**config.mk**
```make
export PLATFORM = sky130hd
export DESIGN_NAME = fetch_stage_flat
export DESIGN_NICKNAME = d
export VERILOG_FILES = /design/src/rtl/fetch_if.sv /design/src/rtl/fetch_stage.sv /design/src/flat_wrapper.sv
export SDC_FILE = /design/constraint.sdc
export NUM_CORES = 1
export LEC_CHECK = 0
export CORE_UTILIZATION = 30
export CTS_CLUSTER_DIAMETER = 120
export DETAILED_ROUTE_END_ITERATION = 8
export GPL_TIMING_DRIVEN = 0
export HOLD_SLACK_MARGIN = 0.03
export PLACE_DENSITY = 0.71
export SETUP_SLACK_MARGIN = 0.15
export SYNTH_ARGS = -nofsm -noshare
export SYNTH_HDL_FRONTEND = slang
export SYNTH_SLANG_ARGS = --single-unit
```
**constraint.sdc**
```tcl
create_clock -name clock -period 1.45 [get_ports clock]
set_input_delay 0.145 -clock clock [delete_from_list [all_inputs] [get_ports clock]]
set_output_delay 0.145 -clock clock [all_outputs]
set_load 0.03 [all_outputs]
```
**src/rtl/fetch_if.sv**
```systemverilog
// Fetch-stage bus: stall/cflag control, ROM read port and the D_BUS pipeline register
// presented to the execute stage.
interface fetch_if #(parameter int PC_WIDTH = 4);
  logic                stall;
  logic                cflag;
  logic [7:0]          rom_data;
  logic [PC_WIDTH-1:0] rom_addr;
  logic [7:0]          D_BUS;
  logic [PC_WIDTH-1:0] pc;
  logic                halted;

  modport master (input stall, cflag, rom_data, output rom_addr, D_BUS, pc, halted);
  modport slave  (output stall, cflag, rom_data, input rom_addr, D_BUS, pc, halted);
endinterface

```
**src/rtl/fetch_stage.sv**
```systemverilog
// Pipeline stage 1: program counter, ROM fetch into D_BUS, JMP/JNC resolution with a
// single squash bubble, HALT state and stall freeze.
module fetch_stage #(
  parameter int         PC_WIDTH = 4,
  parameter logic [7:0] NOP_INSN = 8'hC0,
  parameter logic [3:0] OP_JMP   = 4'hF,
  parameter logic [3:0] OP_JNC   = 4'hE,
  parameter logic [3:0] OP_HALT  = 4'hD
) (
  input logic     clock,
  input logic     reset,
  fetch_if.master bus
);
  localparam logic [0:0] ST_RUN  = 1'b0;
  localparam logic [0:0] ST_HALT = 1'b1;

  logic [0:0]          state;
  logic [PC_WIDTH-1:0] pc_q;
  logic [7:0]          d_q;
  logic                halted_q;
  logic [3:0]          op;
  logic                take_jump;
  logic [PC_WIDTH-1:0] jump_tgt;

  // Decode acts on the instruction already sitting on D_BUS, not the byte being fetched.
  assign op        = d_q[7:4];
  assign take_jump = (op == OP_JMP) || ((op == OP_JNC) && !bus.cflag);
  assign jump_tgt  = PC_WIDTH'(d_q[3:0]);

  always_ff @(posedge clock) begin
    if (reset) begin
      pc_q     <= '0;
      d_q      <= NOP_INSN;
      state    <= ST_RUN;
      halted_q <= 1'b0;
    end else if (state == ST_RUN && !bus.stall) begin
      if (op == OP_HALT) begin
        d_q      <= NOP_INSN;
        state    <= ST_HALT;
        halted_q <= 1'b1;
      end else if (take_jump) begin
        // The byte fetched at the old pc is wrong-path; replace it with a bubble.
        pc_q <= jump_tgt;
        d_q  <= NOP_INSN;
      end else begin
        pc_q <= pc_q + 1'b1;
        d_q  <= bus.rom_data;
      end
    end
  end

  assign bus.rom_addr = pc_q;
  assign bus.pc       = pc_q;
  assign bus.D_BUS    = d_q;
  assign bus.halted   = halted_q;
endmodule

```
**src/flat_wrapper.sv**
```systemverilog
// flat-port wrapper written by rule: the top's interface ports become plain ports
module fetch_stage_flat 
#(
  parameter int         PC_WIDTH = 4,
  parameter logic [7:0] NOP_INSN = 8'hC0,
  parameter logic [3:0] OP_JMP   = 4'hF,
  parameter logic [3:0] OP_JNC   = 4'hE,
  parameter logic [3:0] OP_HALT  = 4'hD
)
  (clock, reset, bus_stall, bus_cflag, bus_rom_data, bus_rom_addr, bus_D_BUS, bus_pc, bus_halted);
  fetch_if #(.PC_WIDTH(PC_WIDTH)) bus_i ();
  input logic clock;
  input logic reset;
  input wire logic [$bits(bus_i.stall)-1:0] bus_stall;
  input wire logic [$bits(bus_i.cflag)-1:0] bus_cflag;
  input wire logic [$bits(bus_i.rom_data)-1:0] bus_rom_data;
  output wire logic [$bits(bus_i.rom_addr)-1:0] bus_rom_addr;
  output wire logic [$bits(bus_i.D_BUS)-1:0] bus_D_BUS;
  output wire logic [$bits(bus_i.pc)-1:0] bus_pc;
  output wire logic [$bits(bus_i.halted)-1:0] bus_halted;
  assign bus_i.stall = bus_stall;
  assign bus_i.cflag = bus_cflag;
  assign bus_i.rom_data = bus_rom_data;
  assign bus_rom_addr = bus_i.rom_addr;
  assign bus_D_BUS = bus_i.D_BUS;
  assign bus_pc = bus_i.pc;
  assign bus_halted = bus_i.halted;
  fetch_stage #(.PC_WIDTH(PC_WIDTH), .NOP_INSN(NOP_INSN), .OP_JMP(OP_JMP), .OP_JNC(OP_JNC), .OP_HALT(OP_HALT)) u_core (.clock(clock), .reset(reset), .bus(bus_i));
endmodule
```
# Yosys cells after proc, flatten, opt, wreduce, memory -nomap -nowiden

Cells that the tools add are included.

$add $sub $neg: 1
Equal/unequal tests: 3
Multiplexer cells: 3
Bitwise operators: 2
Reductions and logical operators: 7

Operators by type and width:

| operator                                                      | count |
|---|---|
| 8-bit two-way mux                                             | 2 |
| 4-bit == test, second input constant                          | 3 |
| 4-bit by 1-bit adder with 4-bit output, second input constant | 1 |
| 4-bit two-way mux                                             | 1 |
| 2-bit AND reduction                                           | 2 |
| 1-bit logical AND                                             | 2 |
| 1-bit logical NOT                                             | 2 |
| 1-bit NOT                                                     | 2 |
| 1-bit logical OR                                              | 1 |

Register bits after elaboration: 13
Bits of input ports: 12
Output and inout port bits: 17
Logic and storage cells: 19

# Logic depth before layout (Yosys ltp)

Word-level depth: 5
Mapped depth: 5
Mapped depth without buffers: 5

# Worst setup path before layout

Ideal clock, no wire load.

Path type: register to register
Start point: register u_core.d_q[7] (netlist: u_core.bus.D_BUS[7])
End point: register u_core.pc_q[2] (netlist: u_core.bus.pc[2])
Library setup time: 0.092 ns
Arrival time: 1.332 ns
Required time: 1.358 ns
Path slack: 0.026 ns
Stages on the path, launching flop included: 6
Path buffers: 1
Period minus slack after synthesis: 1.424 ns
Cell sequence: dfxtp_1 -> and3_2 -> and2_1 -> buf_4 -> a21oi_1 -> o32ai_1

Cells in the longest elaborated chain, start to end: 4
Elaborated cells on any way between the ends: 8
Those cells by class: 3 x eq/ne; 1 x mux; 1 x bitwise; 3 x reduce/logical

Ends and longest elaborated chain:

| item                   | RTL line          | RTL |
|---|---|---|
| from (decl)            | fetch_stage.sv:19 | `logic [7:0] d_q;` |
| from (signal assigned) | fetch_stage.sv:47 | `d_q <= bus.rom_data;` |
| 4-bit == test          | fetch_stage.sv:27 | `assign take_jump = (op == OP_JMP) \|\| ((op == OP_JNC) && !bus.cflag);` |
| 1-bit logical AND      | fetch_stage.sv:27 |  |
| 1-bit logical OR       | fetch_stage.sv:27 |  |
| 4-bit two-way mux      | fetch_stage.sv:41 | `end else if (take_jump) begin` |
| to (signal assigned)   | fetch_stage.sv:43 | `pc_q <= jump_tgt;` |
| to (signal assigned)   | fetch_stage.sv:46 | `pc_q <= pc_q + 1'b1;` |
| to (decl)              | fetch_stage.sv:18 | `logic [PC_WIDTH-1:0] pc_q;` |

Several ways; a longest one is shown, not always the timed one.
A chain may end at the register's enable or synchronous reset.

# Worst setup path after layout

Start point: register u_core.d_q[5] (netlist: u_core.bus.D_BUS[5])
End point: register u_core.d_q[0] (netlist: u_core.bus.D_BUS[0])

Cells in the longest elaborated chain, start to end: 5
Elaborated cells on any way between the ends: 7
Those cells by class: 3 x eq/ne; 2 x mux; 2 x reduce/logical

Ends and longest elaborated chain:

| item                  | RTL line          | RTL |
|---|---|---|
| 4-bit == test         | fetch_stage.sv:27 |  |
| 1-bit logical AND     | fetch_stage.sv:27 |  |
| 1-bit logical OR      | fetch_stage.sv:27 |  |
| 8-bit two-way mux     | fetch_stage.sv:41 |  |
| 8-bit two-way mux (*) | fetch_stage.sv:37 | `if (op == OP_HALT) begin` |

Every way passes the cells marked *; elsewhere a longest branch is shown, timed or not.

==> impl_metrics.env <==
export IMPL_run_status="complete, no violations"
export IMPL_netlist_instances=70
export IMPL_first_pass_iters=4
export IMPL_synth_top_family_by_area="simple AND/OR/NAND/NOR gates"
export IMPL_drt_wl_total_um=1660
export IMPL_clock_latency_ps=260
export IMPL_setup_worst_path_class="reg2reg"
export IMPL_die_width_um=48.0
export IMPL_synthXorXnorAreaFrac_pct=0
export IMPL_timing_clock_skew_ps=1.35
export IMPL_placement_io_buffers=28
export IMPL_wire_length_of_the_first_global_routing_pass_um=2630
export IMPL_number_of_antenna_violations_at_the_first_check_in_global_routing=0
export IMPL_finalWeightedCongestion=0.825
export IMPL_final_max_slew_viol_count=0
export IMPL_initial_utilization_pct=32.0
export IMPL_crit_arrival_ps=1470
export IMPL_placedCellCount=125
export IMPL_power_per_cell_area_nw_per_um2=870
export IMPL_maxClockFrequency_ghz=0.792
export IMPL_postSynthNetCount=83
export IMPL_ys_warn_count=0
export IMPL_viasPerCell=4.84
export IMPL_place_detailed_hpwl_um=1230
export IMPL_clock_transition_at_path_regs_ps=80
export IMPL_power_leakage_nw=0.441
export IMPL_post_synth_num_cell_types=22
export IMPL_finalSetupViolations=0
export IMPL_remaining_drc_errors=0
export IMPL_number_of_drc_markers_in_iteration_0=10
export IMPL_globalRoute_totalOverflow=0
export IMPL_final_cells=133
export IMPL_worst_setup_path_end_kind="flip-flop"
export IMPL_timing_critical_path_required_ps=1650
export IMPL_grt_start_max_net_pins=11
export IMPL_timing_critical_path_fanout_max=6
export IMPL_worstHoldPathType="reg2reg"
export IMPL_irDropWorstVdd_uv=524
export IMPL_cts_tree="yes"
export IMPL_final_core_util_pct=52.5
export IMPL_finalWorstPathRequiredPeriod_ps=1260
export IMPL_core_region_area_um2=1980
export IMPL_cts_made_buffers=3
export IMPL_routed_wire_length_per_instance_um=12.5
export IMPL_cts_hold_buf=0
export IMPL_ant_nets=0
export IMPL_synth_compound_gate_area_share_pct=23.5
export IMPL_nFillCells=194
export IMPL_layout_cell_area_non_filler_um2=1040
export IMPL_placed_cell_area_um2=958
export IMPL_max_slew_margin_rel_pct=71.9
export IMPL_synthesis_area_um2=634
export IMPL_synthSimpleGateAreaFrac_pct=23.7
export IMPL_globalRouteTotalUtil_pct=16.5
export IMPL_timing_worst_slew_pin_value_ps=422
export IMPL_yosys_register_bits=13
export IMPL_drive_above_1_share_pct=31.1
export IMPL_design_final_nets=120
export IMPL_top_level_port_count=29
export IMPL_flow_area_growth_from_synthesis_pct=63.9
export IMPL_clock_tree_htree_level_count=1
export IMPL_grt_pass1_vias=594
export IMPL_grt_setup_unrepaired="yes"
export IMPL_design_die_area_um2=2300
export IMPL_die_height_um=48.0
export IMPL_avgSynthCellArea_um2=9.06
export IMPL_fin_hold_ws_ps=491
export IMPL_crit_path_start_kind="flip-flop"
export IMPL_final_hold_violation_count=0
export IMPL_min_period_over_period_pct=87.1
export IMPL_synth_seq_area_share_pct=41.0
export IMPL_multiplexer_area_fraction_after_synthesis_pct=1.58
export IMPL_p_total_mw=0.905
export IMPL_vias=644
export IMPL_ctsRootBufferMaster="clkbuf_4"
export IMPL_drv_cap=0
export IMPL_clock_tree_buffer_depth=2
export IMPL_floorplan_rows=16
export IMPL_cts_sinks=13
export IMPL_antennaDiodeCount=0
export IMPL_post_synth_fa_ha_maj_area_fraction_pct=1.97
[worst paths after layout]
check / start / endpoint / slack [ps] / depth (start not counted)
max: u_core.bus.D_BUS[5] / u_core.bus.D_BUS[0] / 190 / 5
max reg2reg: u_core.bus.D_BUS[5] / u_core.bus.D_BUS[0] / 190 / 5
min: u_core.state / u_core.state / 490 / 2
min reg2reg: u_core.state / u_core.state / 490 / 2
[worst max-delay path, cell delays in order (launching register included)]
cell and delay, ps:
dfxtp_4 370, and4b_2 270, a211oi_4 240, buf_6 160, a22oi_1 60, nor2_1 90
[layer usage]
metal / vias to the layer above / part of all wire [%] / track usage (%)
li1: 323 / - / -
met5: - / 0 / 0
met2: 19 / 51 / 26.8
met3: 2 / 3.4 / 1.13
met4: 0 / 1.1 / 10.0
met1: 300 / 44 / 21.3
[cell usage in the layout (no fill, tap or decap), types with 2 or more instances in the layout]
cell type and instances:
dfxtp_2 2, dfxtp_1 8, nand2b_1 6, clkbuf_4 3, nand3_1 2, dfxtp_4 3, a21oi_1 4, o32ai_2 2
nor2_1 11, dlygate4sd2_1 11, a22oi_2 3, buf_4 8, clkdlybuf4s50_1 11, o32ai_1 2, clkbuf_2 4, a211oi_1 2
buf_6 2, a22oi_1 3, clkbuf_1 2, clkdlybuf4s15_1 2, nand2_1 2
[sequential cells by signal, summed over array words and instances, names as in the netlist]
register / count
u_core.bus.D_BUS: 8
u_core.bus.pc: 4
u_core.state: 1
[power by group]
group          total, mW  switching, mW  internal (mW)
logic              0.278          0.148          0.130
registers          0.408         0.0285          0.380
clock network      0.219          0.112          0.106
total              0.905          0.289          0.616
[timing repair]
action | CTS | global route
endpoints found under the hold margin | 0 | 0
buffers inserted | 1 | 3
pin swaps | 1 | 2
endpoints found under the setup margin | 20 | 18
resized for setup | 21 | 20
[logic make-up after synthesis]
logic type,after synthesis
muxes,1
adders and majority gates,1
and+or+nand+nor,29
DFF,13
AOI/OAI and AO/OA,19
buffers and inverters,7
[stage by stage]
stage	setup WS, ps	setup TNS (ps)
4_1_cts	95.9	0
5_1_grt	85.6	0
3_5_place_dp	-159	-1000
2_1_floorplan	156	0
6_report	188	0
3_3_place_gp	-111	-681
[final cells by class]
class	instances	area, µm²	share of cell area [%]
clock buffers	4	26.3	2.53
repair buffers	32	280	27.0
flip-flops and latches	13	274	26.4
multi-input cells	50	373	35.9
well taps	27	33.8	3.25
plain buffers	7	52.6	5.05
[cell usage after synthesis (all sizes together)]
| cell | instances | area [µm²] |
|---|---|---|
| ha | 1 | 12.5 |
| and2 | 1 | 6.26 |
| or2 | 1 | 6.26 |
| o32ai | 4 | 35.0 |
| a211oi | 3 | 35.0 |
| a31oi | 1 | 6.26 |
| and3 | 1 | 7.51 |
| nand4b | 1 | 8.76 |
| nand2b | 7 | 43.8 |
| nor2 | 12 | 45.0 |
| and4b | 1 | 11.3 |
| nand3 | 2 | 10.0 |
| mux2i | 1 | 10.0 |
| nand2 | 3 | 11.3 |
| clkbuf | 1 | 3.75 |
| buf | 6 | 48.8 |
| o21a | 1 | 7.51 |
| a22oi | 6 | 45.0 |
| a21oi | 4 | 20.0 |
| dfxtp | 13 | 260 |
Power figures use the tool's default switching activity.
